===== src/rtl/des_key_sched_seq_if.sv =====
// Handshake bundle between the key register file / round engine and the
// sequential DES/TDEA subkey scheduler.
interface des_key_sched_seq_if #(
  parameter int NUM_KEYS = 3
);
  logic                    load;
  logic                    mode;
  logic [64*NUM_KEYS-1:0]  key_in;
  logic [47:0]             subkey;
  logic                    subkey_valid;
  logic                    subkey_ready;
  logic [3:0]              round_idx;
  logic [1:0]              pass_idx;
  logic                    pass_dir;
  logic                    busy;
  logic                    done;

  modport master (
    output load, mode, key_in, subkey_ready,
    input  subkey, subkey_valid, round_idx, pass_idx, pass_dir, busy, done
  );

  modport slave (
    input  load, mode, key_in, subkey_ready,
    output subkey, subkey_valid, round_idx, pass_idx, pass_dir, busy, done
  );
endinterface


===== src/rtl/des_key_sched_seq.sv =====
// Sequential DES/TDEA subkey scheduler: one 48-bit round subkey per handshake,
// E passes walk K1..K16 forward, D passes walk K16..K1 by rotating right.
module des_key_sched_seq #(
  parameter int NUM_KEYS = 3
) (
  input logic                i_clk,
  input logic                i_rst,
  des_key_sched_seq_if.slave ks
);
  localparam int PASSES = (NUM_KEYS == 1) ? 1 : 3;
  localparam int KW     = 64 * NUM_KEYS;

  // DES bit numbering: bit 1 is the MSB of the source vector.
  localparam int PC1 [56] = '{
    57, 49, 41, 33, 25, 17,  9,  1, 58, 50, 42, 34, 26, 18,
    10,  2, 59, 51, 43, 35, 27, 19, 11,  3, 60, 52, 44, 36,
    63, 55, 47, 39, 31, 23, 15,  7, 62, 54, 46, 38, 30, 22,
    14,  6, 61, 53, 45, 37, 29, 21, 13,  5, 28, 20, 12,  4};

  localparam int PC2 [48] = '{
    14, 17, 11, 24,  1,  5,  3, 28, 15,  6, 21, 10,
    23, 19, 12,  4, 26,  8, 16,  7, 27, 20, 13,  2,
    41, 52, 31, 37, 47, 55, 30, 40, 51, 45, 33, 48,
    44, 49, 39, 56, 34, 53, 46, 42, 50, 36, 29, 32};

  localparam logic [1:0] SH [16] = '{
    2'd1, 2'd1, 2'd2, 2'd2, 2'd2, 2'd2, 2'd2, 2'd2,
    2'd1, 2'd2, 2'd2, 2'd2, 2'd2, 2'd2, 2'd2, 2'd1};

  function automatic logic [55:0] pc1(input logic [63:0] k);
    logic [55:0] o;
    o = '0;
    for (int i = 0; i < 56; i++) o[6'(55 - i)] = k[6'(64 - PC1[i])];
    return o;
  endfunction

  function automatic logic [47:0] pc2(input logic [55:0] cd);
    logic [47:0] o;
    o = '0;
    for (int i = 0; i < 48; i++) o[6'(47 - i)] = cd[6'(56 - PC2[i])];
    return o;
  endfunction

  // C and D halves rotate independently by 1 or 2 positions.
  function automatic logic [55:0] rot_cd(input logic [55:0] cd, input logic [1:0] n,
                                         input logic right);
    logic [27:0] c, d;
    c = cd[55:28];
    d = cd[27:0];
    if (right) begin
      if (n == 2'd2) begin
        c = {c[1:0], c[27:2]};
        d = {d[1:0], d[27:2]};
      end else begin
        c = {c[0], c[27:1]};
        d = {d[0], d[27:1]};
      end
    end else begin
      if (n == 2'd2) begin
        c = {c[25:0], c[27:26]};
        d = {d[25:0], d[27:26]};
      end else begin
        c = {c[26:0], c[27]};
        d = {d[26:0], d[27]};
      end
    end
    return {c, d};
  endfunction

  typedef enum logic [1:0] {S_IDLE, S_PREP, S_ROUND, S_FIN} state_t;

  state_t        r_state;
  logic [KW-1:0] r_key;
  logic          r_mode;
  logic [55:0]   r_cd;
  logic [47:0]   r_subkey;
  logic          r_valid;
  logic [3:0]    r_round;
  logic [1:0]    r_pass;
  logic          r_dir;
  logic          r_busy;
  logic          r_done;

  logic [63:0]   w_k1, w_k2, w_k3;
  logic [63:0]   w_pass_key;
  logic [55:0]   w_pc1;
  logic [55:0]   w_cd_nxt;
  logic [47:0]   w_subkey_nxt;
  logic          w_hs;
  logic          w_last;

  assign w_k1 = r_key[63:0];

  generate
    if (NUM_KEYS == 1) begin : g_k1
      assign w_k2 = w_k1;
      assign w_k3 = w_k1;
    end else if (NUM_KEYS == 2) begin : g_k2
      assign w_k2 = r_key[127:64];
      assign w_k3 = w_k1;
    end else begin : g_k3
      assign w_k2 = r_key[127:64];
      assign w_k3 = r_key[191:128];
    end
  endgenerate

  // Decrypt runs the keys in the opposite order: K3, K2, K1.
  always_comb begin
    w_pass_key = w_k1;
    if (PASSES == 3) begin
      case (r_pass)
        2'd0:    w_pass_key = r_mode ? w_k3 : w_k1;
        2'd1:    w_pass_key = w_k2;
        default: w_pass_key = r_mode ? w_k1 : w_k3;
      endcase
    end
  end

  assign w_pc1  = pc1(w_pass_key);
  assign w_hs   = r_valid & ks.subkey_ready;
  assign w_last = (r_round == 4'd15);

  // r_cd always holds the C/D pair behind the subkey currently presented.
  always_comb begin
    if (r_state == S_PREP)
      w_cd_nxt = r_dir ? w_pc1 : rot_cd(w_pc1, SH[0], 1'b0);
    else if (r_dir)
      w_cd_nxt = rot_cd(r_cd, SH[4'd15 - r_round], 1'b1);
    else
      w_cd_nxt = rot_cd(r_cd, SH[r_round + 4'd1], 1'b0);
  end

  assign w_subkey_nxt = pc2(w_cd_nxt);

  always_ff @(posedge i_clk or posedge i_rst) begin
    if (i_rst) begin
      r_state  <= S_IDLE;
      r_key    <= '0;
      r_mode   <= 1'b0;
      r_cd     <= '0;
      r_subkey <= '0;
      r_valid  <= 1'b0;
      r_round  <= '0;
      r_pass   <= '0;
      r_dir    <= 1'b0;
      r_busy   <= 1'b0;
      r_done   <= 1'b0;
    end else begin
      r_done <= 1'b0;
      case (r_state)
        S_IDLE: begin
          if (ks.load) begin
            r_key   <= ks.key_in;
            r_mode  <= ks.mode;
            r_pass  <= '0;
            r_dir   <= ks.mode;
            r_round <= '0;
            r_busy  <= 1'b1;
            r_state <= S_PREP;
          end
        end
        S_PREP: begin
          r_cd     <= w_cd_nxt;
          r_subkey <= w_subkey_nxt;
          r_valid  <= 1'b1;
          r_state  <= S_ROUND;
        end
        S_ROUND: begin
          if (w_hs) begin
            if (w_last) begin
              r_valid <= 1'b0;
              r_round <= '0;
              if (PASSES == 3 && r_pass != 2'd2) begin
                // Middle pass runs opposite to MODE.
                r_pass  <= r_pass + 2'd1;
                r_dir   <= r_mode ^ (r_pass == 2'd0);
                r_state <= S_PREP;
              end else begin
                r_done  <= 1'b1;
                r_state <= S_FIN;
              end
            end else begin
              r_cd     <= w_cd_nxt;
              r_subkey <= w_subkey_nxt;
              r_round  <= r_round + 4'd1;
            end
          end
        end
        S_FIN: begin
          r_busy  <= 1'b0;
          r_state <= S_IDLE;
        end
        default: r_state <= S_IDLE;
      endcase
    end
  end

  assign ks.subkey       = r_subkey;
  assign ks.subkey_valid = r_valid;
  assign ks.round_idx    = r_round;
  assign ks.pass_idx     = r_pass;
  assign ks.pass_dir     = r_dir;
  assign ks.busy         = r_busy;
  assign ks.done         = r_done;
endmodule


===== src/flat_wrapper.sv =====
// flat-port wrapper written by rule: the top's interface ports become plain ports
module des_key_sched_seq_flat 
#(
  parameter int NUM_KEYS = 3
)
  (i_clk, i_rst, ks_load, ks_mode, ks_key_in, ks_subkey_ready, ks_subkey, ks_subkey_valid, ks_round_idx, ks_pass_idx, ks_pass_dir, ks_busy, ks_done);
  des_key_sched_seq_if #(.NUM_KEYS(NUM_KEYS)) ks_i ();
  input logic i_clk;
  input logic i_rst;
  input wire logic [$bits(ks_i.load)-1:0] ks_load;
  input wire logic [$bits(ks_i.mode)-1:0] ks_mode;
  input wire logic [$bits(ks_i.key_in)-1:0] ks_key_in;
  input wire logic [$bits(ks_i.subkey_ready)-1:0] ks_subkey_ready;
  output wire logic [$bits(ks_i.subkey)-1:0] ks_subkey;
  output wire logic [$bits(ks_i.subkey_valid)-1:0] ks_subkey_valid;
  output wire logic [$bits(ks_i.round_idx)-1:0] ks_round_idx;
  output wire logic [$bits(ks_i.pass_idx)-1:0] ks_pass_idx;
  output wire logic [$bits(ks_i.pass_dir)-1:0] ks_pass_dir;
  output wire logic [$bits(ks_i.busy)-1:0] ks_busy;
  output wire logic [$bits(ks_i.done)-1:0] ks_done;
  assign ks_i.load = ks_load;
  assign ks_i.mode = ks_mode;
  assign ks_i.key_in = ks_key_in;
  assign ks_i.subkey_ready = ks_subkey_ready;
  assign ks_subkey = ks_i.subkey;
  assign ks_subkey_valid = ks_i.subkey_valid;
  assign ks_round_idx = ks_i.round_idx;
  assign ks_pass_idx = ks_i.pass_idx;
  assign ks_pass_dir = ks_i.pass_dir;
  assign ks_busy = ks_i.busy;
  assign ks_done = ks_i.done;
  des_key_sched_seq #(.NUM_KEYS(NUM_KEYS)) u_core (.i_clk(i_clk), .i_rst(i_rst), .ks(ks_i));
endmodule

===== config.mk =====
export PLATFORM = sky130hd
export DESIGN_NAME = des_key_sched_seq_flat
export DESIGN_NICKNAME = d
export VERILOG_FILES = /design/src/rtl/des_key_sched_seq_if.sv /design/src/rtl/des_key_sched_seq.sv /design/src/flat_wrapper.sv
export SDC_FILE = /design/constraint.sdc
export NUM_CORES = 1
export LEC_CHECK = 0
export ABC_AREA = 0
export CAP_MARGIN = 20
export CORE_ASPECT_RATIO = 1.4
export CORE_MARGIN = 5
export CORE_UTILIZATION = 39
export CTS_BUF_LIST = sky130_fd_sc_hd__clkbuf_4
export CTS_CLUSTER_SIZE = 24
export DETAILED_ROUTE_END_ITERATION = 12
export PLACE_DENSITY = 0.68
export SLEW_MARGIN = 20
export SYNTH_ARGS = -nofsm -noshare
export SYNTH_HDL_FRONTEND = slang
export SYNTH_SLANG_ARGS = --single-unit

===== constraint.sdc =====
create_clock -name i_clk -period 4.53 [get_ports i_clk]
set_clock_uncertainty 0.05 [all_clocks]
set_input_delay 0.6795 -clock i_clk [delete_from_list [all_inputs] [get_ports i_clk]]
set_output_delay 0.6795 -clock i_clk [all_outputs]
set_load 0.01 [all_outputs]

==> results.tsv, run 1 <==
stage	metric	value	unit
timing	# setup viols final	0	
pwr	power consumption	6.41	mW
synthesis	synthesized cell area	0.00741	mm2
synthesis	post-synthesis instance total	763	
floorplan	number of placed I/O pins	255	
clock_network	maximum clock insertion buffer count	2	
setup_path	critical path type	register to register	
synthesis	predominant post-synthesis flop cell	dfrtp_1	
global_routing	total track usage	16.2	%
cells_and_area	Final #Nets	993	
pwr	Switching Share	44.4	%
place	placed standard-cell area	0.00812	mm2
clock_network	CTS buffer count	17	
job	MaxCap Viol Count	0	
cells_and_area	Post-Layout Inst Area	0.00847	mm2
timing	fin. max-slew vios	0	
drt	final wirelength	17.9	mm
drt	DR vias/cell	5.69	
pwr	P_leak	3.46	nW
timing	RSZ-0062 raised after global routing	false	
setup_path	crit path DAT	3.44	ns
setup_path	worst path required time	4.90	ns
cells_and_area	post-route insts no fill	1045	
clock_network	CTS tree	built	
worst_hold_path	hold crit path type	register to register	
timing	post-layout min period	3.06	ns
pwr	Combinational Power Share	54.3	%
floorplan	Core Area	0.0187	mm2
clock_network	CTS resizes	0	
floorplan	Die ar.	0.0219	mm2
synthesis	sequential area share after synthesis	39.5	%
setup_path	FF-to-FF setup slack	1.47	ns
clock_network	Post-CTS Setup Bufs	0	
global_routing	vias in the first global route	5809	
clock_network	clock root buffer master	clkbuf_4	
setup_path	nature of the critical path startpoint	register	
setup_path	nature of the critical path endpoint	register	
synthesis	largest area contributor in the netlist	dfrtp_1	
clock_network	CTS sink count	117	
synthesis	Synth top area share	39.5	%
global_routing	largest net degree at the start of global routing	86	
pwr	Switch Pwr	2.84	mW
timing	WHS	0.469	ns
place	Port-buffer cells	88	
floorplan	Chip Width	126	um
drt	ANT nets after route	0	
synthesis	mean post-synth cell area	9.71	um2
synthesis	Post-synth EDFFs	0	
drt	DR DRC count	0	
pwr	sequential share of power	31.4	%
clock_network	Reg clk slew, reported paths	0.11	ns
global_routing	global-route wire length before repair	29.7	mm
drt	DR WL/cell	17.1	um
floorplan	Die H	173	um
pwr	Power Density	757	mW/mm2
place	final RePlAce weighted congestion	0.820	
clock_network	H-tree levels	4	
drt	DRT Pass-1 Iters	5	
setup_path	Crit Path Max Fanout	31	
timing	maximum clock frequency	0.326	GHz
synthesis	count leader, synth	dfrtp_1	
place	Cell Count Post-Placement	1012	
global_routing	global route overflow	0	
timing	headroom to the max-slew limit	32.9	%
timing	fin crit share	67.6	%
drt	Initial DRC Count	394	
synthesis	FF+latch count, synth	117	
synthesis	Yosys warning total	0	
drt	DR vias	5945	
clock_network	hold_buf cts	0	
synthesis	commonest cells in the netlist	117 x dfrtp_1, 69 x a21oi_1, 67 x mux2i_1	
pwr	Power Internal	3.57	mW
floorplan	Initial Util	39.7	%
cells_and_area	area grow syn2layout	14.3	%
outcome	outcome	completed	
pwr	Max VDD drop	0.000383	V
synthesis	Synth cell types	50	
synthesis	asr flop ratio synth	100	%
global_routing	initial antenna violation count	1	
place	HPWL Detailed	11.7	mm
floorplan	num rows	59	
synthesis	synth top area cells	dfrtp_1 40%, mux2i_1 9.1%, mux2_2 8.7%, buf_4 5.2%, a21oi_1 4.7%	
timing	setup_tns	0	ns
timing	Worst Max-Slew Pin Slew	1.00	ns
cells_and_area	share of layout cells above drive strength 1	14.4	%
timing	Fin. Hold Viols	0	
pwr	power share of the clock group	14.3	%
clock_network	clock latency at the later pin of the worst-skew pair	0.55	ns
-- cell usage in the layout (no fill, tap or decap), types with 23 or more instances in the layout --
master / Yosys / layout
mux2i_1: 67 / 67
a21oi_1: 69 / 68
mux2_2: 57 / 57
dfrtp_1: 117 / 116
o21ai_0: 23 / 23
nor2_1: 32 / 32
clkdlybuf4s50_1: 0 / 88
nand2_1: 47 / 47
or3_1: 44 / 44
a32oi_1: 29 / 29
-- sequential cells by signal, summed over array words and instances, names as in the netlist, 2 cells and up --
signal	flops
u_core.r_key	48
u_core.ks.pass_idx	2
u_core.ks.round_idx	4
u_core.r_state	2
u_core.r_cd	56
-- cell type report --
cell class | count | area, um2
fill | 1804 | 10200
sequential | 117 | 2930
inverter | 10 | 40.0
multi-input combinational | 542 | 3870
antenna | 1 | 2.50
clock inverter | 15 | 215
timing repair buffer | 99 | 976
tap | 244 | 305
clock buffer | 17 | 128
-- power groups by stage --
stage	registers [mW]	clock network [mW]	logic, mW
after floorplan	1.85	0	2.88
after global placement	2.01	0	3.44
after detailed placement	2.03	0	3.49
after CTS	2.00	0.934	3.50
after global routing	2.09	0.980	3.84
final	2.01	0.917	3.48
-- routing by layer --
metal  track usage [%]  wire length (um)  share of wire, %  vias to the layer above
li1                  -                 -                 -                     2828
met1              21.5              7850                44                     2935
met5                 0                 0                 0                        -
met4              4.74               217               1.2                        0
met3              4.88              1200               6.7                       13
met2              25.6              8640                48                      169
-- kinds of logic after synthesis --
family,share of synthesized area (%)
AOI/OAI and AO/OA,18.7
and+or+nand+nor,12.7
xor gates and xnor gates,0.236
DFF,39.5
other,0.0506
buffers and inverters,9.56
muxes,17.7
adders and majority gates,1.52
-- worst max-delay path: stages (launching register included) --
cell	delay (ns)
dfrtp_1	0.52
inv_1	0.15
ha_1	0.23
o31ai_1	0.25
o31a_1	0.17
o22a_2	0.79
buf_4	0.41
mux2i_1	0.25
a22oi_1	0.09
-- worst paths after layout --
path | start | end | cells after the start
setup reg to reg | u_core.ks.round_idx[0]$_DFFE_PP0P_ | u_core.r_cd[55]$_DFFE_PP0P_ | 8
hold reg to reg | u_core.r_key[68]$_DFFE_PP0P_ | u_core.r_key[68]$_DFFE_PP0P_ | 1
min in group asynchronous | i_rst | u_core.r_state[0]$_DFFE_PP0P_ | 2
setup / recovery | u_core.ks.round_idx[0]$_DFFE_PP0P_ | u_core.r_cd[55]$_DFFE_PP0P_ | 8
hold / removal | u_core.r_key[68]$_DFFE_PP0P_ | u_core.r_key[68]$_DFFE_PP0P_ | 1
max in group asynchronous | i_rst | u_core.r_cd[21]$_DFFE_PP0P_ | 3
-- stage by stage --
| step | utilization, % | worst slack, ns |
|---|---|---|
| 2_1_floorplan | - | 0.700 |
| 3_3_place_gp | 43.5 | 1.47 |
| 3_5_place_dp | 43.5 | 1.42 |
| 4_1_cts | 45.3 | 1.41 |
| 5_1_grt | 45.3 | 1.19 |
| 6_report | 45.3 | 1.47 |
No activity file was read; power rests on OpenSTA's default activity.
==> run 2: changes to the inputs <==
--- a/config.mk
+++ b/config.mk
@@ -13,7 +13,7 @@
 export CTS_BUF_LIST = sky130_fd_sc_hd__clkbuf_4
 export CTS_CLUSTER_SIZE = 24
 export DETAILED_ROUTE_END_ITERATION = 12
-export PLACE_DENSITY = 0.68
+export PLACE_DENSITY = 0.71
 export SLEW_MARGIN = 20
 export SYNTH_ARGS = -nofsm -noshare
 export SYNTH_HDL_FRONTEND = slang
==> constraint.sdc (replaced) <==
create_clock -name i_clk -period 2.5 [get_ports i_clk]
set_clock_uncertainty 0.05 [all_clocks]
set_input_delay 0.375 -clock i_clk [delete_from_list [all_inputs] [get_ports i_clk]]
set_output_delay 0.375 -clock i_clk [all_outputs]
set_load 0.01 [all_outputs]
==> run 2 against run 1 <==
Net effect:
- sequential power is 81% higher
- worst setup slack worse by 1.3 ns
- global-route usage fell by 0.18 points
- sequential share of layout area down 0.78 points
- fmax up 30%
- core utilization grew 1.0 points
- combinational power increased by 96%
- critical path depth is 1 lower
- critical endpoint unchanged
- largest cell class unchanged
- largest power group unchanged
==> results.tsv, run 2 (same netlist as run 1, synthesis figures left out) <==
stage	metric	value	unit	change
outcome	outcome	completed		unchanged
cells_and_area	most frequent cells in the layout	116 x dfrtp_1, 88 x clkdlybuf4s50_1, 68 x a21oi_1		unchanged
cells_and_area	post-layout util	46.4	%	was 45.3%
clock_network	H-tree levels	4		unchanged
drt	DRT Pass-1 Iters	5		unchanged
timing	fin. max-slew vios	0		unchanged
global_routing	global-route wire length before repair	29.8	mm	was 29.7 mm
setup_path	critical path type	register to register		unchanged
setup_path	FF-to-FF Start	u_core.ks.round_idx[1]$_DFFE_PP0P_		was u_core.ks.round_idx[0]$_DFFE_PP0P_
cells_and_area	Register Area	0.00293	mm2	unchanged
timing	Worst Max-Slew Pin Slew	0.537	ns	was 1.00 ns
global_routing	total track usage	16.0	%	was 16.2%
setup_path	reg2reg path depth	7		was 8
setup_path	crit path DAT	2.70	ns	was 3.44 ns
pwr	Max VDD drop	0.000897	V	was 0.000383 V
drt	DR WL/cell	16.8	um	was 17.1 um
timing	headroom to the max-slew limit	64.2	%	was 32.9%
setup_path	FF-to-FF End	u_core.r_cd[55]$_DFFE_PP0P_		unchanged
worst_hold_path	hold crit path type	input pin to asynchronous set/reset pin		was register to register
place	placed standard-cell area	0.00835	mm2	was 0.00812 mm2
job	MaxCap Viol Count	0		unchanged
global_routing	initial antenna violation count	1		unchanged
setup_path	worst path required time	2.84	ns	was 4.90 ns
drt	DR DRC count	0		unchanged
drt	DR vias	6053		was 5945
timing	setup_tns	0	ns	unchanged
global_routing	global route overflow	0		unchanged
setup_path	CP peak stage delay	0.47	ns	was 0.79 ns
setup_path	slowest cell on the critical path	dfrtp_1		was o22a_2
clock_network	maximum clock insertion buffer count	2		unchanged
drt	ANT nets after route	0		unchanged
cells_and_area	share of layout cells above drive strength 1	16.7	%	was 14.4%
timing	Fin. Hold Viols	0		unchanged
clock_network	clock latency at the later pin of the worst-skew pair	0.52	ns	was 0.55 ns
pwr	Power Density	1370	mW/mm2	was 757 mW/mm2
cells_and_area	area of the multi-input gates	0.00387	mm2	about the same
timing	fin crit share	94.5	%	was 67.6%
floorplan	num rows	59		unchanged
setup_path	nature of the critical path endpoint	register		unchanged
cells_and_area	Post-Layout Inst Area	0.00866	mm2	was 0.00847 mm2
cells_and_area	area grow syn2layout	16.9	%	was 14.3%
place	Port-buffer cells	88		unchanged
clock_network	CTS sink count	117		unchanged
clock_network	clock root buffer master	clkbuf_4		unchanged
pwr	P_leak	3.56	nW	was 3.46 nW
setup_path	Crit Path Max Fanout	34		was 31
cells_and_area	Final #Nets	1014		was 993
drt	final wirelength	17.9	mm	about the same
global_routing	vias in the first global route	5843		was 5809
clock_network	CTS tree	built		unchanged
floorplan	Die H	173	um	unchanged
setup_path	nature of the critical path startpoint	register		unchanged
floorplan	Chip Width	126	um	unchanged
drt	DR vias/cell	5.68		was 5.69
clock_network	Reg clk slew, reported paths	0.12	ns	was 0.11 ns
floorplan	Die ar.	0.0219	mm2	unchanged
place	final RePlAce weighted congestion	0.795		was 0.820
setup_path	CP Cell Sequence	ha_1 -> or3_4 -> a32oi_2 -> buf_12 -> mux2_2 -> o21ai_0 -> a22oi_1		was inv_1 -> ha_1 -> o31ai_1 -> o31a_1 -> o22a_2 -> buf_4 -> mux2i_1 -> a22oi_1
floorplan	Initial Util	39.7	%	unchanged
cells_and_area	FILL cells	1770		was 1804
global_routing	largest net degree at the start of global routing	54		was 86
timing	post-layout min period	2.36	ns	was 3.06 ns
cells_and_area	most common cell after layout, fill and taps aside	dfrtp_1		unchanged
clock_network	CTS buffer count	17		unchanged
floorplan	Core Area	0.0187	mm2	unchanged
setup_path	FF-to-FF setup slack	0.14	ns	was 1.47 ns
drt	Initial DRC Count	416		was 394
place	HPWL Detailed	12.1	mm	was 11.7 mm
cells_and_area	Most flops, register	u_core.r_cd		unchanged
cells_and_area	max reg flops	56		unchanged
timing	RSZ-0062 raised after global routing	false		unchanged
timing	maximum clock frequency	0.423	GHz	was 0.326 GHz
floorplan	number of placed I/O pins	255		unchanged
timing	# setup viols final	0		unchanged
run 2: cell types whose count changed in the layout (fill, tap and decap cells not counted), moves of 3 or more:
| cell | before | now |
|---|---|---|
| inv_8 | 0 | 5 |
| buf_12 | 1 | 8 |
| bufinv_16 | 4 | 1 |
| buf_4 | 10 | 24 |
| clkinv_4 | 3 | 0 |
| clkinvlp_4 | 1 | 4 |
run 2: layer usage:
layer | GRT usage (%) | part of all wire, %
met3 | 3.02 | 4.9
met5 | 0 | 0
met2 | 25.3 | 48
met1 | 22.4 | 46
met4 | 4.65 | 1.1
run 2: repair_timing:
| action | 4_1_cts | 5_1_grt |
|---|---|---|
| hold endpoints to repair | 0 | 0 |
| setup buffers | 0 | 3 |
| gates resized for setup | 0 | 1 |
| hold buffers | 0 | 0 |
| endpoints found under the setup margin | 0 | 14 |
run 2: worst max-delay path by stage:
stage,startpoint,end,slack (ns),depth (start not counted)
2_1_floorplan,u_core.ks.round_idx[0]$_DFFE_PP0P_,u_core.r_cd[1]$_DFFE_PP0P_,0.09,9
3_3_place_gp,u_core.ks.pass_idx[0]$_DFFE_PP0P_,u_core.r_cd[9]$_DFFE_PP0P_,0.14,8
3_5_place_dp,u_core.ks.pass_idx[0]$_DFFE_PP0P_,u_core.r_cd[30]$_DFFE_PP0P_,0.11,7
4_1_cts,u_core.ks.pass_idx[0]$_DFFE_PP0P_,u_core.r_cd[30]$_DFFE_PP0P_,0.07,7
5_1_grt,u_core.ks.pass_idx[1]$_DFFE_PP0P_,u_core.r_cd[19]$_DFFE_PP0P_,0.01,7
6_report,u_core.ks.round_idx[1]$_DFFE_PP0P_,u_core.r_cd[55]$_DFFE_PP0P_,0.14,7
run 2: where the power goes:
part	leakage (nW)	internal, mW	switching (mW)
logic	1.94	3.31	3.50
clock network	0.150	0.544	0.885
registers	1.47	2.71	0.917
run 2: cell type report:
| type | instances | area share (%) |
|---|---|---|
| clock inverters | 15 | 1.86 |
| well taps | 244 | 3.52 |
| diodes | 1 | 0.0289 |
| inverters | 10 | 0.477 |
| repair buffers | 120 | 14.1 |
| clock buffers | 17 | 1.47 |
| multi-input cells | 542 | 44.7 |
| flip-flops and latches | 117 | 33.8 |
run 2: metrics by stage:
stage / total power [mW] / hold slack (ns) / setup slack (ns) / cells
2_1_floorplan: 8.58 / 0.424 / 0.0874 / 784
3_3_place_gp: 10.3 / 0.437 / 0.141 / 1030
3_5_place_dp: 10.4 / 0.447 / 0.111 / 1030
4_1_cts: 11.8 / 0.157 / 0.0722 / 1062
5_1_grt: 12.8 / 0.173 / 0.0119 / 1066
6_report: 11.9 / 0.177 / 0.138 / 1066
run 2: critical path, delay by kind of cell (launching register included):
family / cells / cell delay, ns
compound gates: 3 / 0.53
mux: 1 / 0.35
buf+inv: 1 / 0.23
flops: 1 / 0.47
fa+ha+maj: 1 / 0.22
simple gates: 1 / 0.38
==> run 3: changes to the inputs <==
--- a/config.mk
+++ b/config.mk
@@ -5,14 +5,14 @@
 export SDC_FILE = /design/constraint.sdc
 export NUM_CORES = 1
 export LEC_CHECK = 0
-export ABC_AREA = 0
 export CAP_MARGIN = 20
 export CORE_ASPECT_RATIO = 1.4
 export CORE_MARGIN = 5
 export CORE_UTILIZATION = 39
 export CTS_BUF_LIST = sky130_fd_sc_hd__clkbuf_4
-export CTS_CLUSTER_SIZE = 24
+export CTS_CLUSTER_SIZE = 16
 export DETAILED_ROUTE_END_ITERATION = 12
+export MAX_ROUTING_LAYER = met4
 export PLACE_DENSITY = 0.71
 export SLEW_MARGIN = 20
 export SYNTH_ARGS = -nofsm -noshare
==> run 3 against run 2 <==
Net effect:
- die area unchanged
- first-iteration DRC count increased by 7.2%
- register-to-register slack about the same
- final cell count did not move
- critical path type unchanged
- critical endpoint unchanged
- largest power group unchanged
==> results.tsv, run 3 (same netlist as run 1, synthesis figures left out) <==
stage	metric	value	unit	change
clock_network	CTS tree	built		unchanged
floorplan	Initial Util	39.7	%	unchanged
global_routing	largest net degree at the start of global routing	54		unchanged
cells_and_area	Most flops, register	u_core.r_cd		unchanged
place	placed standard-cell area	0.00835	mm2	unchanged
cells_and_area	most common cell after layout, fill and taps aside	dfrtp_1		unchanged
drt	DR DRC count	0		unchanged
clock_network	maximum clock insertion buffer count	2		unchanged
clock_network	clock root buffer master	clkbuf_4		unchanged
clock_network	CTS sink count	117		unchanged
setup_path	crit path launch	u_core.ks.round_idx[1]$_DFFE_PP0P_		unchanged
place	final RePlAce weighted congestion	0.806		was 0.795
setup_path	FF-to-FF End	u_core.r_cd[55]$_DFFE_PP0P_		unchanged
timing	RSZ-0062 raised after global routing	false		unchanged
setup_path	nature of the critical path endpoint	register		unchanged
cells_and_area	FILL cells	1770		unchanged
clock_network	H-tree levels	4		unchanged
global_routing	vias in the first global route	5844		was 5843
timing	# setup viols final	0		unchanged
timing	post-layout min period	2.36	ns	about the same
timing	setup_tns	0	ns	unchanged
floorplan	number of placed I/O pins	255		unchanged
setup_path	reg2reg path depth	7		unchanged
setup_path	nature of the critical path startpoint	register		unchanged
cells_and_area	most frequent cells in the layout	116 x dfrtp_1, 88 x clkdlybuf4s50_1, 68 x a21oi_1		unchanged
floorplan	Die H	173	um	unchanged
timing	fin. max-slew vios	0		unchanged
place	Port-buffer cells	88		unchanged
setup_path	FF-to-FF Start	u_core.ks.round_idx[1]$_DFFE_PP0P_		unchanged
setup_path	worst path required time	2.85	ns	was 2.84 ns
drt	DRT Pass-1 Iters	5		unchanged
drt	Initial DRC Count	446		was 416
timing	maximum clock frequency	0.424	GHz	was 0.423 GHz
global_routing	total track usage	16.5	%	was 16.0%
place	Cell Count Post-Placement	1030		unchanged
cells_and_area	area grow syn2layout	16.9	%	unchanged
global_routing	global-route wire length before repair	29.8	mm	unchanged
setup_path	Crit Path Max Fanout	34		unchanged
drt	final wirelength	17.9	mm	about the same
drt	ANT nets after route	0		unchanged
worst_hold_path	hold crit path type	input pin to asynchronous set/reset pin		unchanged
pwr	Power Density	1370	mW/mm2	about the same
pwr	Max VDD drop	0.000900	V	was 0.000897 V
place	HPWL Detailed	12.1	mm	unchanged
cells_and_area	Final #Nets	1014		unchanged
timing	Fin. Hold Viols	0		unchanged
drt	DR WL/cell	16.8	um	about the same
setup_path	Critical Path Sink	u_core.r_cd[55]$_DFFE_PP0P_		unchanged
floorplan	Core Area	0.0187	mm2	unchanged
global_routing	initial antenna violation count	1		unchanged
timing	Worst Max-Slew Pin Slew	0.517	ns	was 0.537 ns
cells_and_area	max reg flops	56		unchanged
clock_network	hold_buf cts	0		unchanged
floorplan	Chip Width	126	um	unchanged
floorplan	num rows	59		unchanged
drt	DR vias	6060		was 6053
drt	DR vias/cell	5.68		about the same
cells_and_area	Post-Layout Inst Area	0.00866	mm2	unchanged
cells_and_area	post-route insts no fill	1066		unchanged
job	MaxCap Viol Count	0		unchanged
pwr	P_leak	3.56	nW	unchanged
setup_path	crit path DAT	2.71	ns	was 2.70 ns
setup_path	FF-to-FF setup slack	0.14	ns	about the same
timing	fin crit share	94.4	%	was 94.5%
clock_network	CTS buffer count	17		unchanged
cells_and_area	post-layout util	46.4	%	unchanged
setup_path	critical path type	register to register		unchanged
clock_network	clock latency at the later pin of the worst-skew pair	0.52	ns	about the same
global_routing	global route overflow	0		unchanged
clock_network	Reg clk slew, reported paths	0.12	ns	about the same
timing	headroom to the max-slew limit	65.5	%	was 64.2%
floorplan	Die ar.	0.0219	mm2	unchanged
outcome	outcome	completed		unchanged
cells_and_area	share of layout cells above drive strength 1	16.7	%	unchanged
-- run 3: cell counts in the layout (fill, tap and decap cells not counted) --
Identical to the previous run, type by type.
-- run 3: how the worst min path moves through the flow --
stage               depth (start not counted)                       endpoint
floorplan                                   1    u_core.r_key[4]$_DFFE_PP0P_
global placement                            1    u_core.r_key[4]$_DFFE_PP0P_
detailed placement                          1   u_core.r_key[68]$_DFFE_PP0P_
CTS                                         2  u_core.r_key[129]$_DFFE_PP0P_
global route                                2  u_core.r_state[0]$_DFFE_PP0P_
finish                                      2       u_core.ks.done$_DFF_PP0_
-- run 3: cell type report --
| cell class | instances | area, um2 | area share (%) |
|---|---|---|---|
| diodes | 1 | 2.50 | 0.0289 |
| clock inverters | 15 | 161 | 1.86 |
| well taps | 244 | 305 | 3.52 |
| clock buffers | 17 | 128 | 1.47 |
| repair buffers | 120 | 1220 | 14.1 |
| inverters | 10 | 41.3 | 0.477 |
| flip-flops and latches | 117 | 2930 | 33.8 |
| multi-input cells | 542 | 3870 | 44.7 |
-- run 3: per-stage QoR --
stage | hold WS, ns | worst slack (ns) | total power, mW
global route | 0.166 | 0.0119 | 12.8
floorplan | 0.424 | 0.0874 | 8.58
CTS | 0.157 | 0.0722 | 11.8
finish | 0.175 | 0.139 | 11.9
detailed placement | 0.447 | 0.111 | 10.4
global placement | 0.437 | 0.141 | 10.3
-- run 3: routing by layer --
layer  global-route usage, %  up-vias  part of all wire (%)
li1                        -     2879                     -
met1                    22.6     2958                    46
met2                    25.4      210                    48
met3                    3.02       13                   5.5
met4                    4.34        0                  0.93
met5                       -        -                     0
-- run 3: what timing repair did --
item                       4_1_cts  5_1_grt
resized for setup                0        1
setup buffers                    0        3
hold endpoints to repair         0        0
setup endpoints to repair        0       14
-- run 3: worst max-delay path, cell delays in order (launching register included) --
cell and delay [ns]:
dfrtp_1 0.47, ha_1 0.22, or3_4 0.38, a32oi_2 0.25, buf_12 0.23, mux2_2 0.35
o21ai_0 0.16, a22oi_1 0.12
-- run 3: power breakdown --
| part | total [mW] | switching, mW | internal (mW) | leakage, nW |
|---|---|---|---|---|
| Sequential | 3.63 | 0.919 | 2.71 | 1.47 |
| Clock | 1.43 | 0.887 | 0.544 | 0.150 |
| Combinational | 6.80 | 3.49 | 3.32 | 1.94 |
| Total | 11.9 | 5.29 | 6.57 | 3.56 |
